==> config.mk <==
export PLATFORM = sky130hd
export DESIGN_NAME = wb_stage_flat
export DESIGN_NICKNAME = d
export VERILOG_FILES = /design/src/rtl/wb_stage_pkg.sv /design/src/rtl/wb_stage_if.sv /design/src/rtl/wb_stage_load_extend.sv /design/src/rtl/wb_stage.sv /design/src/flat_wrapper.sv
export SDC_FILE = /design/constraint.sdc
export NUM_CORES = 1
export LEC_CHECK = 0
export CORE_AREA = 2 2 161 124
export CTS_CLUSTER_SIZE = 30
export DETAILED_ROUTE_END_ITERATION = 12
export DIE_AREA = 0 0 163 126
export GPL_ROUTABILITY_DRIVEN = 0
export GPL_TIMING_DRIVEN = 0
export HOLD_SLACK_MARGIN = 0.05
export PLACE_DENSITY = 0.59
export SYNTH_ARGS = -nofsm -noshare
export SYNTH_HDL_FRONTEND = slang
export SYNTH_SLANG_ARGS = --single-unit
==> constraint.sdc <==
create_clock -name clk -period 2.25 [get_ports clk]
set_input_delay 0.45 -clock clk [delete_from_list [all_inputs] [get_ports clk]]
set_output_delay 0.45 -clock clk [all_outputs]
set_load 0.05 [all_outputs]
==> src/rtl/wb_stage_pkg.sv <==
// Shared types and constants for the write-back stage.
//   mem_wb_t      : MEM/WB pipeline bundle (valid_nop only used when WB_INSTRET_EN is defined)
//   RESULT_*      : encodings of mem_wb_t.resultsrc
//   FUNCT3_*      : load-width encodings of mem_wb_t.funct3
//   hold_state_e  : read-data hold FSM states
package wb_stage_pkg;

    localparam int unsigned XLEN = 32;

    localparam logic [1:0] RESULT_ALU  = 2'b00;
    localparam logic [1:0] RESULT_MEM  = 2'b01;
    localparam logic [1:0] RESULT_PC4  = 2'b10;
    localparam logic [1:0] RESULT_ZERO = 2'b11;

    localparam logic [2:0] FUNCT3_LB  = 3'b000;
    localparam logic [2:0] FUNCT3_LH  = 3'b001;
    localparam logic [2:0] FUNCT3_LW  = 3'b010;
    localparam logic [2:0] FUNCT3_LBU = 3'b100;
    localparam logic [2:0] FUNCT3_LHU = 3'b101;

    typedef struct packed {
        logic [XLEN-1:0] aluresult;
        logic [4:0]      rd;
        logic [XLEN-1:0] pcplus4;
        logic            regwrite;
        logic [1:0]      resultsrc;
        logic [2:0]      funct3;
        logic            valid_nop;  // retires without writing a register
    } mem_wb_t;

    typedef enum logic {
        StLive = 1'b0,
        StHeld = 1'b1
    } hold_state_e;

endpackage

==> src/rtl/wb_stage_if.sv <==
// Bundle between the memory stage / hazard unit and the write-back stage.
//   i_stall, i_flush : hazard-unit controls
//   i_in             : mem_wb_t bundle from the memory stage
//   i_readdata       : synchronous data-memory read word
//   o_rd, o_regwrite : register-file write port address / enable
//   o_result         : write-back value, also the forwarding source
//   o_instret        : retired-instruction count (only with WB_INSTRET_EN)
// Modports: master (memory stage side), slave (wb_stage).
interface wb_stage_if;
    import wb_stage_pkg::*;

    logic            i_stall;
    logic            i_flush;
    mem_wb_t         i_in;
    logic [XLEN-1:0] i_readdata;
    logic [4:0]      o_rd;
    logic            o_regwrite;
    logic [XLEN-1:0] o_result;
`ifdef WB_INSTRET_EN
    logic [63:0]     o_instret;
`endif

    modport master (
        output i_stall, i_flush, i_in, i_readdata,
`ifdef WB_INSTRET_EN
        input  o_instret,
`endif
        input  o_rd, o_regwrite, o_result
    );

    modport slave (
        input  i_stall, i_flush, i_in, i_readdata,
`ifdef WB_INSTRET_EN
        output o_instret,
`endif
        output o_rd, o_regwrite, o_result
    );

endinterface

==> src/rtl/wb_stage_load_extend.sv <==
// Combinational load-data extraction (load_extend).
//   i_word   : 32-bit memory word
//   i_off    : byte offset, low two address bits
//   i_funct3 : load width / signedness
//   o_value  : extracted, sign- or zero-extended value
// Misaligned offsets are truncated, never trapped: halfwords use only i_off[1],
// words ignore i_off; unknown funct3 values pass the whole word.
module wb_stage_load_extend
    import wb_stage_pkg::*;
(
    input  logic [XLEN-1:0] i_word,
    input  logic [1:0]      i_off,
    input  logic [2:0]      i_funct3,
    output logic [XLEN-1:0] o_value
);

    logic [7:0]  w_byte;
    logic [15:0] w_half;

    always_comb begin
        w_byte = i_word[7:0];
        unique case (i_off)
            2'd0: w_byte = i_word[7:0];
            2'd1: w_byte = i_word[15:8];
            2'd2: w_byte = i_word[23:16];
            2'd3: w_byte = i_word[31:24];
            default: w_byte = i_word[7:0];
        endcase
    end

    assign w_half = i_off[1] ? i_word[31:16] : i_word[15:0];

    always_comb begin
        o_value = i_word;
        case (i_funct3)
            FUNCT3_LB:  o_value = {{24{w_byte[7]}}, w_byte};
            FUNCT3_LBU: o_value = {24'd0, w_byte};
            FUNCT3_LH:  o_value = {{16{w_half[15]}}, w_half};
            FUNCT3_LHU: o_value = {16'd0, w_half};
            default:    o_value = i_word;
        endcase
    end

endmodule

==> src/rtl/wb_stage.sv <==
// Write-back stage of the five-stage RV32I pipeline.
//   clk    : pipeline clock
//   reset  : synchronous, active-high
//   io_wb  : wb_stage_if.slave (stall/flush, mem_wb_t bundle, BRAM read word,
//            rd/regwrite/result outputs, optional instret)
// Holds the MEM/WB register, freezes the BRAM read word across stalls, extracts
// load data and selects the architectural result.
// Optional feature macro: WB_INSTRET_EN adds a 64-bit retired-instruction counter.
module wb_stage
    import wb_stage_pkg::*;
(
    input  logic      clk,
    input  logic      reset,
    wb_stage_if.slave io_wb
);

    mem_wb_t         r_q;
    hold_state_e     r_state;
    hold_state_e     w_state_next;
    logic            w_capture;
    logic [XLEN-1:0] r_hold;
    logic [XLEN-1:0] w_load_word;
    logic [XLEN-1:0] w_load_value;
    logic [XLEN-1:0] w_result;

    // MEM/WB register: reset > flush > stall > load
    always_ff @(posedge clk) begin
        if (reset) begin
            r_q <= '0;
        end else if (io_wb.i_flush) begin
            r_q <= '0;
        end else if (!io_wb.i_stall) begin
            r_q <= io_wb.i_in;
        end
    end

    // The memory stage keeps issuing reads while stalled, so the BRAM word seen
    // on the first stalled cycle is the one that belongs to the instruction in q.
    always_ff @(posedge clk) begin
        if (reset) begin
            r_state <= StLive;
        end else begin
            r_state <= w_state_next;
        end
    end

    always_comb begin
        w_state_next = r_state;
        w_capture    = 1'b0;
        if (io_wb.i_flush) begin
            w_state_next = StLive;
        end else begin
            unique case (r_state)
                StLive: begin
                    if (io_wb.i_stall) begin
                        w_state_next = StHeld;
                        w_capture    = 1'b1;
                    end
                end
                StHeld: begin
                    if (!io_wb.i_stall) begin
                        w_state_next = StLive;
                    end
                end
                default: w_state_next = StLive;
            endcase
        end
    end

    always_ff @(posedge clk) begin
        if (reset) begin
            r_hold <= '0;
        end else if (w_capture) begin
            r_hold <= io_wb.i_readdata;
        end
    end

    assign w_load_word = (r_state == StHeld) ? r_hold : io_wb.i_readdata;

    wb_stage_load_extend u_load_extend (
        .i_word   (w_load_word),
        .i_off    (r_q.aluresult[1:0]),
        .i_funct3 (r_q.funct3),
        .o_value  (w_load_value)
    );

    always_comb begin
        w_result = '0;
        case (r_q.resultsrc)
            RESULT_ALU:  w_result = r_q.aluresult;
            RESULT_MEM:  w_result = w_load_value;
            RESULT_PC4:  w_result = r_q.pcplus4;
            RESULT_ZERO: w_result = '0;
            default:     w_result = '0;
        endcase
    end

    assign io_wb.o_result   = w_result;
    assign io_wb.o_rd       = r_q.rd;
    // x0 is hard-wired to zero, never write it
    assign io_wb.o_regwrite = r_q.regwrite & (r_q.rd != 5'd0);

`ifdef WB_INSTRET_EN
    logic [63:0] r_instret;

    // A stalled cycle keeps the same instruction in q, so it is counted once,
    // on the cycle the stall releases. Wraps naturally at 2^64.
    always_ff @(posedge clk) begin
        if (reset) begin
            r_instret <= '0;
        end else if (!io_wb.i_stall && (r_q.regwrite || r_q.valid_nop)) begin
            r_instret <= r_instret + 64'd1;
        end
    end

    assign io_wb.o_instret = r_instret;
`else
    logic w_unused_valid_nop;
    assign w_unused_valid_nop = r_q.valid_nop;
`endif

endmodule
==> src/flat_wrapper.sv <==
// flat-port wrapper written by rule: the top's interface ports become plain ports
module wb_stage_flat import wb_stage_pkg::*;
  (clk, reset, io_wb_i_stall, io_wb_i_flush, io_wb_i_in, io_wb_i_readdata, io_wb_o_rd, io_wb_o_regwrite, io_wb_o_result);
  wb_stage_if io_wb_i ();
  input  logic clk;
  input  logic reset;
  input wire logic [$bits(io_wb_i.i_stall)-1:0] io_wb_i_stall;
  input wire logic [$bits(io_wb_i.i_flush)-1:0] io_wb_i_flush;
  input wire logic [$bits(io_wb_i.i_in)-1:0] io_wb_i_in;
  input wire logic [$bits(io_wb_i.i_readdata)-1:0] io_wb_i_readdata;
  output wire logic [$bits(io_wb_i.o_rd)-1:0] io_wb_o_rd;
  output wire logic [$bits(io_wb_i.o_regwrite)-1:0] io_wb_o_regwrite;
  output wire logic [$bits(io_wb_i.o_result)-1:0] io_wb_o_result;
  assign io_wb_i.i_stall = io_wb_i_stall;
  assign io_wb_i.i_flush = io_wb_i_flush;
  assign io_wb_i.i_in = io_wb_i_in;
  assign io_wb_i.i_readdata = io_wb_i_readdata;
  assign io_wb_o_rd = io_wb_i.o_rd;
  assign io_wb_o_regwrite = io_wb_i.o_regwrite;
  assign io_wb_o_result = io_wb_i.o_result;
  wb_stage u_core (.clk(clk), .reset(reset), .io_wb(io_wb_i));
endmodule
==> results of run 1 <==
==> final cells by class <==
| cell class | instances | area [um2] |
|---|---|---|
| Multi-Input combinational cell | 487 | 3890 |
| Clock inverter | 5 | 85.1 |
| Fill cell | 1803 | 10100 |
| Timing Repair Buffer | 174 | 1820 |
| Sequential cell | 108 | 2170 |
| Tap cell | 253 | 317 |
| Buffer | 58 | 377 |
| Clock buffer | 11 | 243 |
| Inverter | 3 | 11.3 |
==> per-stage QoR <==
stage / power (mW) / worst slack [ns] / util
floorplan: 2.59 / -0.214 / -
finish: 5.02 / -0.351 / 0.469
CTS: 4.97 / -0.374 / 0.458
global route: 5.21 / -0.392 / 0.469
global placement: 3.00 / -1.38 / 0.390
detailed placement: 3.01 / -1.36 / 0.390
==> worst paths after layout <==
check                                       from  depth (start not counted)                  to
worst max register to register    u_core.r_state                          6   u_core.r_hold[15]
worst min-delay path                       reset                          2   u_core.r_hold[12]
worst min register to register  u_core.r_hold[3]                          2    u_core.r_hold[3]
worst max-delay path              u_core.r_q[45]                          7  io_wb_o_result[29]
==> logic make-up (layout without fill, tap and decap cells) <==
family | count (synthesis) | count (layout) | synth area share
AO/OA/AOI/OAI | 109 | 109 | 0.113
flip-flops | 108 | 108 | 0.388
AND/OR/NAND/NOR | 232 | 232 | 0.177
buffers and inverters | 66 | 251 | 0.0575
multiplexers | 146 | 146 | 0.265
==> cells in the final DEF (no fill, tap or decap), types with 17 or more instances in the layout <==
cell,Yosys,final
a21oi_1,78,55
a21oi_4,0,17
buf_4,8,26
buf_6,3,37
clkbuf_1,35,21
clkdlybuf4s50_1,0,109
dfxtp_1,108,105
mux2i_1,145,109
mux2i_4,0,20
nand2_1,83,83
nor2_1,116,114
==> layer usage <==
layer | routed length [um] | vias to the layer above | GRT usage | part of all wire
li1 | - | 2634 | - | -
met1 | 9420 | 2640 | 0.287 | 0.47
met2 | 8690 | 193 | 0.282 | 0.44
met3 | 1480 | 22 | 0.0431 | 0.074
met4 | 286 | 0 | 0.0442 | 0.014
met5 | 0 | - | 0 | 0
==> registers in the layout (all words and copies together) (netlist names) <==
name and count:
u_core.r_q 70, u_core.r_state 1, u_core.r_hold 32, u_core.io_wb.o_rd 5
==> worst reg2reg max path, stage by stage, from the launching register on <==
cell,delay [ns]
dfxtp_4,0.39
buf_4,0.15
buf_12,0.14
nor3_1,0.44
buf_2,0.33
nand2_1,0.08
a21oi_1,0.13
==> where the power goes <==
group	internal, mW	total (mW)	leakage [nW]	switching, mW
Combinational	0.586	1.23	2.34	0.645
Clock	1.01	1.75	0.156	0.742
Sequential	1.98	2.03	0.883	0.0511
==> repair_timing <==
action / CTS / global route
pin swaps: 43 / 15
gates cloned: 4 / 1
buffers inserted: 16 / 8
setup endpoints to repair: 33 / 72
gates resized for setup: 383 / 60
==> impl_results.md, run 1 <==
- Total CTS buffers: 9
- First-pass GRT wire length: about 30 mm
- Worst Slack Setup Final: -0.351 ns
- Ys Warns: 0
- Initial DRC Count: 430
- Worst-path clk slew: 0.07 ns
- R2R Setup Slk: about 0.5 ns
- Nets: approximately 950
- Avg Inst Size Synth: between 8 and 9 um2
- Required time of the critical path: around 1.8 ns
- Final ANT Viol Nets: 0
- Synth Instances: ~660
- Mapped Nets: 773
- Final Skew: between 0.007 and 0.008 ns
- Most common cell in the netlist: mux2i_1
- Most common cell on crit path: buf_6
- Max Fclk: slightly below 400 MHz
- Vias in the first global route: 5370
- IO Port Bufs: between 100 and 150
- Post-synthesis sequential area ratio: 0.388
- Fin. Hold Viols: 0
- I/O Pins: 150
- Placed Cells: 1060
- Distinct cells, synth: 36
- CP Buf/Inv Count: 3
- Starting Density: 0.293
- Worst-Skew Late Latency: around 0.35 ns
- WS Path Type: register to primary output
- Ratio of cells with drive above 1 in the final layout: 0.258
- Hold WS: between 0.4 and 0.5 ns
- CP Data Arrival Time: approximately 2.2 ns
- Finished Layout Cells: 1099
- TritonCTS clock tree: built
- Fin crit share: 1.16
- Max FO, Critical Path: 5
- Pwr Density: between 500 and 600 nW/um2
- Clock Tree Buf Depth: 2
- Layout area overhead: 60.1%
- Register bit total from synthesis: roughly 110
- Routed WL: 19.9 mm
- Maximum VDD drop: 0.000368 V
- Commonest cells post-synth: 145 x mux2i_1, 116 x nor2_1, 108 x dfxtp_1
- CTS sink cnt: roughly 110
- Via density: 4.99
- Placed inst area: roughly 7400 um2
- DRC violations left: 0
- Leak: around 3.4 nW
- CP delay by family, top: multiplexers
- Hold_buf cts: 0
- Die width: 163 um
- Die Area: 20500 um2
- Area contributors post-synth: dfxtp_1 39%, mux2i_1 26%, nor2_1 7.8%
- Post-synth EDFFs: 0
- Vias: 5489
- Core ar.: between 15000 and 20000 um2
- Largest net degree at the start of global routing: 18
- Ys async rst share: 0
- Top cell type's share of synthesized area: 0.388
- Setup violators final: 32
- Hpwl dp: approximately 14 mm
- MaxCap Viol Count: 0
- CP endpoint kind: primary output
- Die Y-Extent: 126 um
- Pre-Repair DR Iteration Count: 5
- Max-slew violations: 0
- Violated checks: setup timing
- Routed WL per cell: roughly 18 um
- Slew headroom: 0.468
- Diodes inserted: 0
- CTS Root Cell: clkbuf_16
- Critical path launch point type: register
- Dominant synthesized flop cell: dfxtp_1
- Max incr delay on CP: between 0.5 and 0.6 ns
- Setup repair after global routing missed its margin: true
- H-tree Lvls: 3
- Finished Cell Area: between 8000 and 9000 um2
- Initial antenna violation count: 0
- Setup TNS: -8.97 ns
- Crit path time final: around 2.6 ns
- GRT Util Overall: 0.193
- Post-synth top area cell: dfxtp_1
- Cell chain of the critical path: mux4_2, and3b_1, buf_6, buf_16, nor3_4, a21oi_4, buf_6
- Mapped cell area: around 5600 um2
- GRT overflow: 0
- Tightest Pin Transition: between 0.7 and 0.8 ns
- Status: finished with violations
- Crit-path slowest cell: mux4_2
- Num rows: 44
- HP Class: input port to register
(Power assumes the default switching activity.)
==> inputs of run 2 (changes only) <==
ABC_CLOCK_PERIOD_IN_PS = 2250   (was not set)
SLEW_MARGIN = 20   (was not set)
==> results of run 2 <==
No change in the layout: final DEF, timing and power equal those of run 1.
